<file path="src/rtl/data_mem_arbiter.sv">
// data_mem_arbiter: round-robin arbiter that shares one single-port data
// memory between M0 (core LSU) and M1 (DMA/debug). Byte-enabled partial
// stores become a read-modify-write: the old word is read in the grant cycle
// and the merged word is written in a single RMW cycle. Responses come back
// registered, one cycle after the access completes.
module data_mem_arbiter #(
    parameter int ADDR_W = 12,
    parameter int DATA_W = 32
) (
    input  logic                  clk,
    input  logic                  rst,
    // master 0 (core LSU)
    input  logic                  m0_req,
    input  logic                  m0_we,
    input  logic [ADDR_W-1:0]     m0_addr,
    input  logic [DATA_W-1:0]     m0_wdata,
    input  logic [DATA_W/8-1:0]   m0_be,
    output logic                  m0_gnt,
    output logic                  m0_rsp_vld,
    output logic [DATA_W-1:0]     m0_rdata,
    // master 1 (DMA / debug)
    input  logic                  m1_req,
    input  logic                  m1_we,
    input  logic [ADDR_W-1:0]     m1_addr,
    input  logic [DATA_W-1:0]     m1_wdata,
    input  logic [DATA_W/8-1:0]   m1_be,
    output logic                  m1_gnt,
    output logic                  m1_rsp_vld,
    output logic [DATA_W-1:0]     m1_rdata,
    // single-port memory
    output logic                  mem_wen,
    output logic [ADDR_W-1:0]     mem_waddr,
    output logic [DATA_W-1:0]     mem_wdata,
    output logic                  mem_ren,
    output logic [ADDR_W-1:0]     mem_raddr,
    input  logic [DATA_W-1:0]     mem_rdata
);

    localparam int BE_W = DATA_W / 8;

    typedef enum logic {
        ST_IDLE = 1'b0,
        ST_RMW  = 1'b1
    } state_e;

    state_e              state_q, state_d;
    logic                prio_q, prio_d;          // 0 = M0 has priority, 1 = M1
    logic                rmw_master_q, rmw_master_d;
    logic [ADDR_W-1:0]   rmw_addr_q, rmw_addr_d;
    logic [DATA_W-1:0]   rmw_wdata_q, rmw_wdata_d;
    logic [BE_W-1:0]     rmw_be_q, rmw_be_d;
    logic [DATA_W-1:0]   rmw_old_q, rmw_old_d;
    logic [DATA_W-1:0]   rmw_merged;

    logic                m0_rsp_vld_q, m1_rsp_vld_q;
    logic [DATA_W-1:0]   m0_rdata_q, m1_rdata_q;
    logic                rsp0_d, rsp1_d;
    logic                load0_d, load1_d;

    // Request selected by the arbiter (only meaningful when someone requests)
    logic                sel_m1;
    logic                sel_we;
    logic [ADDR_W-1:0]   sel_addr;
    logic [DATA_W-1:0]   sel_wdata;
    logic [BE_W-1:0]     sel_be;

    assign sel_m1    = m1_req && (!m0_req || prio_q);
    assign sel_we    = sel_m1 ? m1_we    : m0_we;
    assign sel_addr  = sel_m1 ? m1_addr  : m0_addr;
    assign sel_wdata = sel_m1 ? m1_wdata : m0_wdata;
    assign sel_be    = sel_m1 ? m1_be    : m0_be;

    // Byte merge for the RMW write: enabled bytes from the store, rest from old word
    generate
        for (genvar gi = 0; gi < BE_W; gi++) begin : g_merge
            assign rmw_merged[gi*8 +: 8] = rmw_be_q[gi] ? rmw_wdata_q[gi*8 +: 8]
                                                        : rmw_old_q[gi*8 +: 8];
        end
    endgenerate

    // Arbitration, memory port drive and next-state; everything quiet while in reset
    always_comb begin
        state_d      = state_q;
        prio_d       = prio_q;
        rmw_master_d = rmw_master_q;
        rmw_addr_d   = rmw_addr_q;
        rmw_wdata_d  = rmw_wdata_q;
        rmw_be_d     = rmw_be_q;
        rmw_old_d    = rmw_old_q;
        m0_gnt       = 1'b0;
        m1_gnt       = 1'b0;
        mem_wen      = 1'b0;
        mem_waddr    = '0;
        mem_wdata    = '0;
        mem_ren      = 1'b0;
        mem_raddr    = '0;
        rsp0_d       = 1'b0;
        rsp1_d       = 1'b0;
        load0_d      = 1'b0;
        load1_d      = 1'b0;
        if (!rst) begin
            case (state_q)
                ST_IDLE: begin
                    if (m0_req || m1_req) begin
                        m0_gnt = !sel_m1;
                        m1_gnt = sel_m1;
                        prio_d = !sel_m1;
                        if (!sel_we) begin
                            mem_ren   = 1'b1;
                            mem_raddr = sel_addr;
                            load0_d   = !sel_m1;
                            load1_d   = sel_m1;
                            rsp0_d    = !sel_m1;
                            rsp1_d    = sel_m1;
                        end else if (sel_be == '1) begin
                            mem_wen   = 1'b1;
                            mem_waddr = sel_addr;
                            mem_wdata = sel_wdata;
                            rsp0_d    = !sel_m1;
                            rsp1_d    = sel_m1;
                        end else if (sel_be == '0) begin
                            rsp0_d    = !sel_m1;
                            rsp1_d    = sel_m1;
                        end else begin
                            // partial store: fetch old word now, write merged word next cycle
                            mem_ren      = 1'b1;
                            mem_raddr    = sel_addr;
                            rmw_master_d = sel_m1;
                            rmw_addr_d   = sel_addr;
                            rmw_wdata_d  = sel_wdata;
                            rmw_be_d     = sel_be;
                            rmw_old_d    = mem_rdata;
                            state_d      = ST_RMW;
                        end
                    end
                end
                ST_RMW: begin
                    mem_wen   = 1'b1;
                    mem_waddr = rmw_addr_q;
                    mem_wdata = rmw_merged;
                    rsp0_d    = !rmw_master_q;
                    rsp1_d    = rmw_master_q;
                    state_d   = ST_IDLE;
                end
                default: state_d = ST_IDLE;
            endcase
        end
    end

    // FSM state, round-robin pointer and latched RMW context
    always_ff @(posedge clk or posedge rst) begin
        if (rst) begin
            state_q      <= ST_IDLE;
            prio_q       <= 1'b0;
            rmw_master_q <= 1'b0;
            rmw_addr_q   <= '0;
            rmw_wdata_q  <= '0;
            rmw_be_q     <= '0;
            rmw_old_q    <= '0;
        end else begin
            state_q      <= state_d;
            prio_q       <= prio_d;
            rmw_master_q <= rmw_master_d;
            rmw_addr_q   <= rmw_addr_d;
            rmw_wdata_q  <= rmw_wdata_d;
            rmw_be_q     <= rmw_be_d;
            rmw_old_q    <= rmw_old_d;
        end
    end

    // Registered responses; read data only changes on a completed load
    always_ff @(posedge clk or posedge rst) begin
        if (rst) begin
            m0_rsp_vld_q <= 1'b0;
            m1_rsp_vld_q <= 1'b0;
            m0_rdata_q   <= '0;
            m1_rdata_q   <= '0;
        end else begin
            m0_rsp_vld_q <= rsp0_d;
            m1_rsp_vld_q <= rsp1_d;
            if (load0_d) m0_rdata_q <= mem_rdata;
            if (load1_d) m1_rdata_q <= mem_rdata;
        end
    end

    assign m0_rsp_vld = m0_rsp_vld_q;
    assign m1_rsp_vld = m1_rsp_vld_q;
    assign m0_rdata   = m0_rdata_q;
    assign m1_rdata   = m1_rdata_q;

endmodule

</file>
<file path="config.mk">
export PLATFORM = sky130hd
export DESIGN_NAME = data_mem_arbiter
export DESIGN_NICKNAME = d
export VERILOG_FILES = /design/src/rtl/data_mem_arbiter.sv
export SDC_FILE = /design/constraint.sdc
export NUM_CORES = 1
export LEC_CHECK = 0
export ABC_CLOCK_PERIOD_IN_PS = 11100
export BUFFER_PORTS_ARGS = -buffer_cell sky130_fd_sc_hd__buf_2
export CORE_MARGIN = 2
export CORE_UTILIZATION = 54
export CTS_BUF_LIST = sky130_fd_sc_hd__clkbuf_16
export DETAILED_ROUTE_END_ITERATION = 12
export HOLD_SLACK_MARGIN = 0.06
export PLACE_DENSITY = 0.82
export REMOVE_ABC_BUFFERS = 1
export SLEW_MARGIN = 10
export SYNTH_ARGS = -nofsm -noshare
export SYNTH_HDL_FRONTEND = slang
export SYNTH_SLANG_ARGS = --single-unit
</file>
<file path="constraint.sdc">
create_clock -name clk -period 11.1 [get_ports clk]
set_input_delay 1.11 -clock clk [delete_from_list [all_inputs] [get_ports clk]]
set_output_delay 1.11 -clock clk [all_outputs]
set_load 0.05 [all_outputs]
</file>
==> impl_metrics.toml <==
[outcome]
status = "complete, no violations"

[cts]
cts_tree = "done"
h-tree-depth = 4
cts_hold_buf = 0
cts_buffer_depth = 2
cts_setup_buffers = 0
worstSkewPairLatency_ns = 0.42
cts_made_buffers = 17
cts_root_buf = "clkbuf_16"
clk_pin_slew_ns = 0.06
cts.sinks = 149
cts_resized = 0

[layout]
nets = 946
fill_cells = 933
diodes = 0
areaGrowthSynthToFinish_pct = 26.8
post-route-util_pct = 70.5
stdcell_count = 997
drive_gt1_share_pct = 49.3
final_area_sq_mm = 0.00896

[worst_setup_path]
endpoint_kind = "primary output"
crit_arrival_ns = 3.32
path_max_fanout = 29
crit_type = "input pin to primary output"
startpoint = "m0_req"
reg2regPathDepth = 7
r2r-start = "prio_q$_DFFE_PP0P_"
critical_path_required_ns = 9.99
cp-start-kind = "input pin"

[routing]
drt-initial-drc-count = 328
wl_met1_um = 7560
top_layer_used = "met4"
route.met2.wl_um = 9530
drt-total-wl_um = 18600
num_vias = 5728
routed-wl-met3_um = 1190
wl_per_cell_um = 18.6
drt-pass1-iter-count = 4
vias_per_cell = 5.75
ant_nets = 0
drc = 0

[pwr]
cellPowerDensity_mw_per_mm2 = 257
ir_drop_mv = 0.152
power.total_mw = 2.31
p_leak_nw = 4.48

[flow_run]
maxCapViolCount = 0

[sta]
clock_skew_ns = 0.00389
fin_crit_ns = 4.43
hold_violations = 0
fin_crit_sh_pct = 39.9
maxSlewViolCount = 0
fmax_mhz = 226
setup_tns_ns = 0
worst_pin_slew_ns = 1.08
holdWs_ns = 0.483
rsz0062_at_grt = "no"
slew_headroom_pct = 27.6
setup_violations = 0
setup_slack_ns = 6.67

[logic_synthesis]
yosysWarnings = 0
ys_seq_area_share_pct = 52.7
synth_top_area_share_pct = 52.7
synth_area_per_cell_sq_um = 12.3
ys_ff_latch = 149
synth.distinct_cells = 38
postSynthCellCount = 576
synth_top_cell_by_area = "dfrtp_1"
netlist_area_sq_mm = 0.00707
synth_area_leaders = "dfrtp_1 (53%), mux2_2 (16%), mux2i_1 (11%), a31oi_1 (3.2%), o22ai_1 (3.1%)"

[floorplanning]
rows = 41
coreArea_sq_mm = 0.0127
die_y_um = 118
ios = 260
dieArea_sq_mm = 0.0140
fp.dieW_um = 118
initial_utilization_pct = 55.6

[hold_path]
hold_start = "rmw_master_q$_DFFE_PP0P_"
min_path_type = "flop to flop"
whs_path_depth = 1

[global_routing]
grt_pass1_wl_um = 29700
overflow = 0
grt_start_max_net_pins = 80
grt_use_total_pct = 26.8
first_global_vias = 5859
antenna_found_initial = 0

[placed_design]
pre_cts_slack_ns = 6.70
dp_cells = 965
portBuffers = 259
gp_congestion = 0.790
postPlaceCellArea_sq_mm = 0.00837
dp_hpwl_um = 12500
-- synthesized netlist by cell type (all sizes together) --
library cell and n:
and4 2, buf 36, nand2 31, a32oi 1
and3 1, o21a 1, mux2 107, a21oi 37
nand3 1, and2 1, a32o 6, nor4 2
o21ai 7, dfrtp 149, a21bo 1, a31oi 36
o22ai 35, nor2b 1, mux2i 77, nor2 18
o221ai 1, inv 12, clkbuf 10, nand2b 2
a21boi 1
-- critical path: stages --
cell,delay [ns]
buf_2,0.12
nand2b_2,0.12
and2_2,0.59
buf_4,0.56
mux2i_1,0.43
o22ai_1,0.14
buf_2,0.24
-- power by group --
group	internal [mW]	leakage (nW)	total (mW)	switching, mW
combinational	0.288	2.46	0.882	0.594
clock	0.350	0.281	0.575	0.225
sequential	0.732	1.74	0.850	0.118
-- path summary, 6_finish.rpt --
check	endpoint	slack [ns]
setup / recovery	mem_waddr[0]	6.67
hold / removal	m0_rsp_vld$_DFF_PP0_	0.48
setup reg to reg	m1_rdata[23]$_DFFE_PP0P_	7.96
hold reg to reg	m0_rsp_vld$_DFF_PP0_	0.48
max in group asynchronous	m1_rdata[28]$_DFFE_PP0P_	8.81
min in group asynchronous	rmw_be_q[0]$_DFFE_PP0P_	0.84
-- registers in the layout (all words and copies together) (netlist names) --
| name | flops |
|---|---|
| rmw_master_q | 1 |
| prio_q | 1 |
| rmw_be_q | 4 |
| m1_rdata | 32 |
| m0_rsp_vld | 1 |
| m0_rdata | 32 |
| state_q | 1 |
| m1_rsp_vld | 1 |
| rmw_addr_q | 12 |
| rmw_wdata_q | 32 |
| rmw_old_q | 32 |
-- cell usage in the layout, fill, tap and decap left out, drive strengths merged, types with 4 or more instances in the layout --
| cell type | synthesis | routed |
|---|---|---|
| inv | 12 | 14 |
| buf | 36 | 263 |
| o22ai | 35 | 35 |
| dfrtp | 149 | 149 |
| clkbuf | 10 | 17 |
| o21ai | 7 | 7 |
| mux2i | 77 | 77 |
| a31oi | 36 | 36 |
| nor2 | 18 | 18 |
| clkinvlp | 0 | 4 |
| a21oi | 37 | 37 |
| a32o | 6 | 6 |
| clkinv | 0 | 6 |
| nand2 | 31 | 31 |
| mux2 | 107 | 107 |
-- metal layers --
layer | GRT usage (%) | up-vias
li1 | - | 2591
met1 | 32.4 | 2856
met2 | 46.6 | 251
met3 | 6.47 | 30
met4 | 9.82 | 0
met5 | 0 | -
-- final cells by class --
class,instances,area (sq um),area share [%]
clock buffers,17,425,4.75
flip-flops and latches,149,3730,41.6
multi-input cells,369,3050,34.1
clock inverters,15,164,1.83
inverters,12,50.0,0.558
repair buffers,263,1330,14.8
well taps,172,215,2.40
-- kinds of logic after synthesis --
| logic type | count (synthesis) | share of synthesized area (%) |
|---|---|---|
| AOI/OAI and AO/OA | 126 | 11.0 |
| buffers and inverters | 58 | 4.44 |
| DFF | 149 | 52.7 |
| muxes | 184 | 27.9 |
| and+or+nand+nor | 59 | 3.86 |
(Power assumes the default switching activity.)
